==> src/rtl/vh_ext_shift_pipe_if.sv <==
// rtl/vh_ext_shift_pipe_if.sv - operand/result stream bundle for vh_ext_shift_pipe
interface vh_ext_shift_pipe_if #(
  parameter int WIDTH_A = 2,
  parameter int WIDTH_B = 2,
  parameter int WIDTH_Y = 5,
  parameter int CNT_W   = 8
);
  logic               in_valid;
  logic               in_ready;
  logic [WIDTH_A-1:0] in_a;
  logic [WIDTH_B-1:0] in_b;
  logic [1:0]         in_op;
  logic               in_signed;
  logic               out_valid;
  logic               out_ready;
  logic [WIDTH_Y-1:0] out_y;
  logic [CNT_W-1:0]   out_count;

  modport master (
    output in_valid, in_a, in_b, in_op, in_signed, out_ready,
    input  in_ready, out_valid, out_y, out_count
  );

  modport slave (
    input  in_valid, in_a, in_b, in_op, in_signed, out_ready,
    output in_ready, out_valid, out_y, out_count
  );
endinterface

==> src/rtl/vh_ext_shift_pipe.sv <==
// rtl/vh_ext_shift_pipe.sv - pipelined shift/extend/replicate unit with full-pipeline stall
module vh_ext_shift_pipe #(
  parameter int WIDTH_A = 2,
  parameter int WIDTH_B = 2,
  parameter int WIDTH_Y = 5,
  parameter int REP     = 2,
  parameter int LATENCY = 2,
  parameter int CNT_W   = 8
) (
  input  logic               clk,
  input  logic               rst,
  vh_ext_shift_pipe_if.slave bus
);
  localparam int REP_W  = REP * WIDTH_A;
  localparam int WIDE_W = (REP_W > WIDTH_Y) ? REP_W : WIDTH_Y;

  logic                      w_advance;
  logic [WIDTH_Y-1:0]        w_ext;
  logic signed [WIDTH_Y-1:0] w_sra;
  logic [WIDE_W-1:0]         w_rep;
  logic [WIDTH_Y-1:0]        w_res;

  logic [LATENCY-1:0]        r_vld;
  logic [WIDTH_Y-1:0]        r_dat [LATENCY];
  logic [CNT_W-1:0]          r_count;

  // The whole pipe moves together; it only freezes when the output is held
  assign w_advance     = ~r_vld[LATENCY-1] | bus.out_ready;
  assign bus.in_ready  = w_advance;
  assign bus.out_valid = r_vld[LATENCY-1];
  assign bus.out_y     = r_dat[LATENCY-1];
  assign bus.out_count = r_count;

  // Arithmetic shift kept in a signed net so the fill comes from the extended MSB
  assign w_sra = $signed(w_ext) >>> bus.in_b;

  // Extend A, then pick the op; replicate works on raw A so its result is always unsigned
  always_comb begin
    w_ext = '0;
    w_rep = '0;
    w_res = '0;
    if (bus.in_signed) begin
      w_ext = WIDTH_Y'($signed(bus.in_a));
    end else begin
      w_ext = WIDTH_Y'(bus.in_a);
    end
    w_rep = WIDE_W'({REP{bus.in_a}});
    case (bus.in_op)
      2'd0: w_res = w_ext << bus.in_b;
      2'd1: w_res = w_ext >> bus.in_b;
      2'd2: begin
        if (bus.in_signed) begin
          w_res = w_sra;
        end else begin
          w_res = w_ext >> bus.in_b;
        end
      end
      default: w_res = w_rep[WIDTH_Y-1:0];
    endcase
  end

  // Stage registers; data moves only alongside a valid so out_y holds across bubbles
  always_ff @(posedge clk or posedge rst) begin
    if (rst) begin
      r_vld <= '0;
      for (int i = 0; i < LATENCY; i++) begin
        r_dat[i] <= '0;
      end
    end else if (w_advance) begin
      r_vld[0] <= bus.in_valid;
      if (bus.in_valid) begin
        r_dat[0] <= w_res;
      end
      for (int i = 1; i < LATENCY; i++) begin
        r_vld[i] <= r_vld[i-1];
        if (r_vld[i-1]) begin
          r_dat[i] <= r_dat[i-1];
        end
      end
    end
  end

  // Count consumed results, wrapping naturally at the counter width
  always_ff @(posedge clk or posedge rst) begin
    if (rst) begin
      r_count <= '0;
    end else if (r_vld[LATENCY-1] && bus.out_ready) begin
      r_count <= r_count + 1'b1;
    end
  end
endmodule
==> src/flat_wrapper.sv <==
// flat-port wrapper written by rule: the top's interface ports become plain ports
module vh_ext_shift_pipe_flat 
#(
  parameter int WIDTH_A = 2,
  parameter int WIDTH_B = 2,
  parameter int WIDTH_Y = 5,
  parameter int REP     = 2,
  parameter int LATENCY = 2,
  parameter int CNT_W   = 8
)
  (clk, rst, bus_in_valid, bus_in_a, bus_in_b, bus_in_op, bus_in_signed, bus_out_ready, bus_in_ready, bus_out_valid, bus_out_y, bus_out_count);
  vh_ext_shift_pipe_if #(.WIDTH_A(WIDTH_A), .WIDTH_B(WIDTH_B), .WIDTH_Y(WIDTH_Y), .CNT_W(CNT_W)) bus_i ();
  input  logic clk;
  input  logic rst;
  input wire logic [$bits(bus_i.in_valid)-1:0] bus_in_valid;
  input wire logic [$bits(bus_i.in_a)-1:0] bus_in_a;
  input wire logic [$bits(bus_i.in_b)-1:0] bus_in_b;
  input wire logic [$bits(bus_i.in_op)-1:0] bus_in_op;
  input wire logic [$bits(bus_i.in_signed)-1:0] bus_in_signed;
  input wire logic [$bits(bus_i.out_ready)-1:0] bus_out_ready;
  output wire logic [$bits(bus_i.in_ready)-1:0] bus_in_ready;
  output wire logic [$bits(bus_i.out_valid)-1:0] bus_out_valid;
  output wire logic [$bits(bus_i.out_y)-1:0] bus_out_y;
  output wire logic [$bits(bus_i.out_count)-1:0] bus_out_count;
  assign bus_i.in_valid = bus_in_valid;
  assign bus_i.in_a = bus_in_a;
  assign bus_i.in_b = bus_in_b;
  assign bus_i.in_op = bus_in_op;
  assign bus_i.in_signed = bus_in_signed;
  assign bus_i.out_ready = bus_out_ready;
  assign bus_in_ready = bus_i.in_ready;
  assign bus_out_valid = bus_i.out_valid;
  assign bus_out_y = bus_i.out_y;
  assign bus_out_count = bus_i.out_count;
  vh_ext_shift_pipe #(.WIDTH_A(WIDTH_A), .WIDTH_B(WIDTH_B), .WIDTH_Y(WIDTH_Y), .REP(REP), .LATENCY(LATENCY), .CNT_W(CNT_W)) u_core (.clk(clk), .rst(rst), .bus(bus_i));
endmodule
==> config.mk <==
export PLATFORM = sky130hd
export DESIGN_NAME = vh_ext_shift_pipe_flat
export DESIGN_NICKNAME = d
export VERILOG_FILES = /design/src/rtl/vh_ext_shift_pipe_if.sv /design/src/rtl/vh_ext_shift_pipe.sv /design/src/flat_wrapper.sv
export SDC_FILE = /design/constraint.sdc
export NUM_CORES = 1
export LEC_CHECK = 0
export BUFFER_PORTS_ARGS = -buffer_cell sky130_fd_sc_hd__buf_2
export CORE_MARGIN = 5
export CORE_UTILIZATION = 30
export CTS_BUF_LIST = sky130_fd_sc_hd__clkbuf_8
export DETAILED_ROUTE_END_ITERATION = 12
export SYNTH_ARGS = -nofsm -noshare
export SYNTH_HDL_FRONTEND = slang
export SYNTH_SLANG_ARGS = --single-unit
==> constraint.sdc <==
create_clock -name clk -period 1.67 [get_ports clk]
set_clock_uncertainty 0.15 [all_clocks]
set_input_delay 0.167 -clock clk [delete_from_list [all_inputs] [get_ports clk]]
set_output_delay 0.167 -clock clk [all_outputs]
set_load 0.005 [all_outputs]
==> impl_metrics.json <==
{
  "status": "finished, final reports clean",
  "dp_hpwl_um": 1580,
  "mostFrequentLayoutCells": "buf_2 (25), dfrtp_1 (20), nand2_1 (10), a21oi_1 (7), xnor2_1 (7)",
  "drtIter0Drc": 20,
  "mostFrequentLayoutCell": "buf_2",
  "ant_nets": 0,
  "crit_path_start_kind": "flip-flop",
  "place_ws_ns": 0.246,
  "boundaryPins": 26,
  "cts_made_buffers": 3,
  "dpl_cell_area_mm2": 0.00118,
  "drv_slew": 0,
  "fmax_mhz": 708,
  "tritoncts": "built",
  "whs_ns": 0.0498,
  "seq_area_frac_synth_pct": 46.6,
  "drv_cap": 0,
  "finalHoldViolCount": 0,
  "peakVddDrop_uv": 432,
  "grtUsageTotal_pct": 8.82,
  "gp_congestion": 0.866,
  "multi_input_area_um2": 483,
  "cp.arrival_ns": 1.40,
  "final_cells": 169,
  "fin_area_mm2": 0.00125,
  "die_w_um": 69.9,
  "finalSetupTns_ns": 0,
  "maxSlewHeadroom_pct": 79.2,
  "start_util_pct": 31.7,
  "p_total_mw": 1.51,
  "static-leakage-power_nw": 0.571,
  "coreArea_mm2": 0.00339,
  "vias": 802,
  "synth_area_leader_cell": "dfrtp_1",
  "netlist_area_mm2": 0.00107,
  "seqCellArea_um2": 500,
  "grt_max_degree": 21,
  "synthCells": 103,
  "h-tree-depth": 1,
  "fillers": 355,
  "yosys_register_bits": 20,
  "port_buffers": 25,
  "clock-root-buffer": "clkbuf_8",
  "vias_per_cell": 4.75,
  "yosysUniqueCellTypes": 33,
  "fp.dieH_um": 69.9,
  "grt_first_pass_wirelength_um": 3600,
  "final_util_pct": 36.8,
  "diodes": 0,
  "criticalPathCategory": "reg -> reg",
  "drcViolationCount": 0,
  "grt_pass1_vias": 811,
  "post-route-period-util_pct": 84.6,
  "rsz0062_at_grt": "no",
  "syn2layout_area_growth_pct": 15.9,
  "row_count": 21,
  "antenna_found_initial": 0,
  "dieArea_mm2": 0.00488,
  "dpl.cell_count": 164,
  "fin_ws_ns": 0.257,
  "dr.pass1.iters": 4,
  "hold_class": "in -> reg",
  "cts_resized": 0,
  "insertion_delay_ns": 0.25,
  "period_needed_ns": 1.41,
  "nNetsFinal": 136,
  "synth_top_area_share_pct": 46.6,
  "reg2reg_depth": 4,
  "grt_overflow": 0,
  "wl_per_cell_um": 11.7,
  "setup.worst_path.end_class": "flip-flop",
  "max_slew.worst_pin.slew_ns": 0.311,
  "synth.avg_cell_area_um2": 10.4,
  "yosys_warnings": 0,
  "hold_depth": 3,
  "drive_gt1_share_pct": 34.1,
  "clk_path_buf_depth": 2,
  "wl_um": 1980,
  "required_ns": 1.66,
  "path_max_fanout": 6,
  "powerDensity_mw_per_mm2": 1210,
  "synthesis.nets": 115,
  "finalSetupViolations": 0,
  "clkTransAtPathRegs_ns": 0.07,
  "synth_area_leaders": "dfrtp_1 (47%), mux2_2 (6.3%), xnor2_1 (5.7%)",
  "cts.sinks": 20
}
[final cells by class]
cell class / count / area share [%]
Sequential cell: 20 / 40.2
Multi-Input combinational cell: 70 / 38.8
Timing Repair Buffer: 27 / 11.4
Tap cell: 46 / 4.62
Clock buffer: 4 / 4.42
Inverter: 2 / 0.602
[what timing repair did]
item,4_1_cts,5_1_grt
endpoints found under the hold margin,20,0
hold buffers,1,0
setup buffers,0,0
[cell families after synthesis]
logic type | share of synthesized area [%]
AO/OA/AOI/OAI | 13.2
adder cells (fa/ha/maj) | 1.16
flip-flops | 46.6
multiplexers | 8.15
AND/OR/NAND/NOR | 15.9
buffers and inverters | 8.50
XOR/XNOR | 6.52
[cell usage after synthesis]
| cell | count |
|---|---|
| o31ai_1 | 1 |
| ha_1 | 1 |
| inv_1 | 2 |
| mux2_2 | 6 |
| nand4_1 | 2 |
| and2_2 | 1 |
| a31oi_1 | 2 |
| nor4_1 | 2 |
| a2111oi_2 | 1 |
| and2_1 | 1 |
| nand2_1 | 10 |
| buf_6 | 1 |
| mux2i_1 | 2 |
| nand2b_4 | 1 |
| and3_1 | 2 |
| a32oi_1 | 1 |
| nor2b_1 | 1 |
| buf_4 | 8 |
| o32a_2 | 1 |
| xnor2_1 | 7 |
| nor2_1 | 5 |
| nand2b_1 | 2 |
| and4_4 | 1 |
| dfrtp_1 | 20 |
| o21ai_0 | 5 |
| xor2_1 | 1 |
| o21ba_2 | 1 |
| nand3_1 | 4 |
| o21bai_1 | 1 |
| a21oi_1 | 7 |
| o221ai_1 | 1 |
| clkbuf_4 | 1 |
| buf_2 | 1 |
[final timing paths]
path | startpoint | end | slack, ns
min in group asynchronous | rst | u_core.bus.out_count[7] | 0.33
min | bus_in_valid | u_core.r_vld[0] | 0.05
min reg2reg | u_core.r_vld[0] | u_core.r_vld[1] | 0.32
max in group asynchronous | rst | u_core.bus.out_count[0] | 0.84
max | u_core.r_vld[1] | u_core.bus.out_count[6] | 0.26
max reg2reg | u_core.r_vld[1] | u_core.bus.out_count[6] | 0.26
[report_power, final]
part / internal [mW] / total [mW] / switching (mW)
logic: 0.225 / 0.407 / 0.182
registers: 0.621 / 0.742 / 0.121
clock network: 0.210 / 0.356 / 0.147
total: 1.06 / 1.51 / 0.451
[state kept, by name, summed over array words and instances (netlist names)]
name and flops:
u_core.r_vld 2, u_core.bus.out_y 5, u_core.r_dat 5, u_core.bus.out_count 8
[critical path, stage by stage (launching register included)]
cell and delay (ns):
dfrtp_1 0.39, and2_1 0.26, and4_4 0.27, nand3_1 0.09, xnor2_1 0.14
[per-layer routing]
metal	vias up	wire [um]	GRT usage [%]
li1	398	-	-
met1	378	861	11.2
met2	21	935	14.2
met3	5	140	2.15
met4	0	40	3.83
met5	-	0	0
No activity file was read; power rests on OpenSTA's default activity.
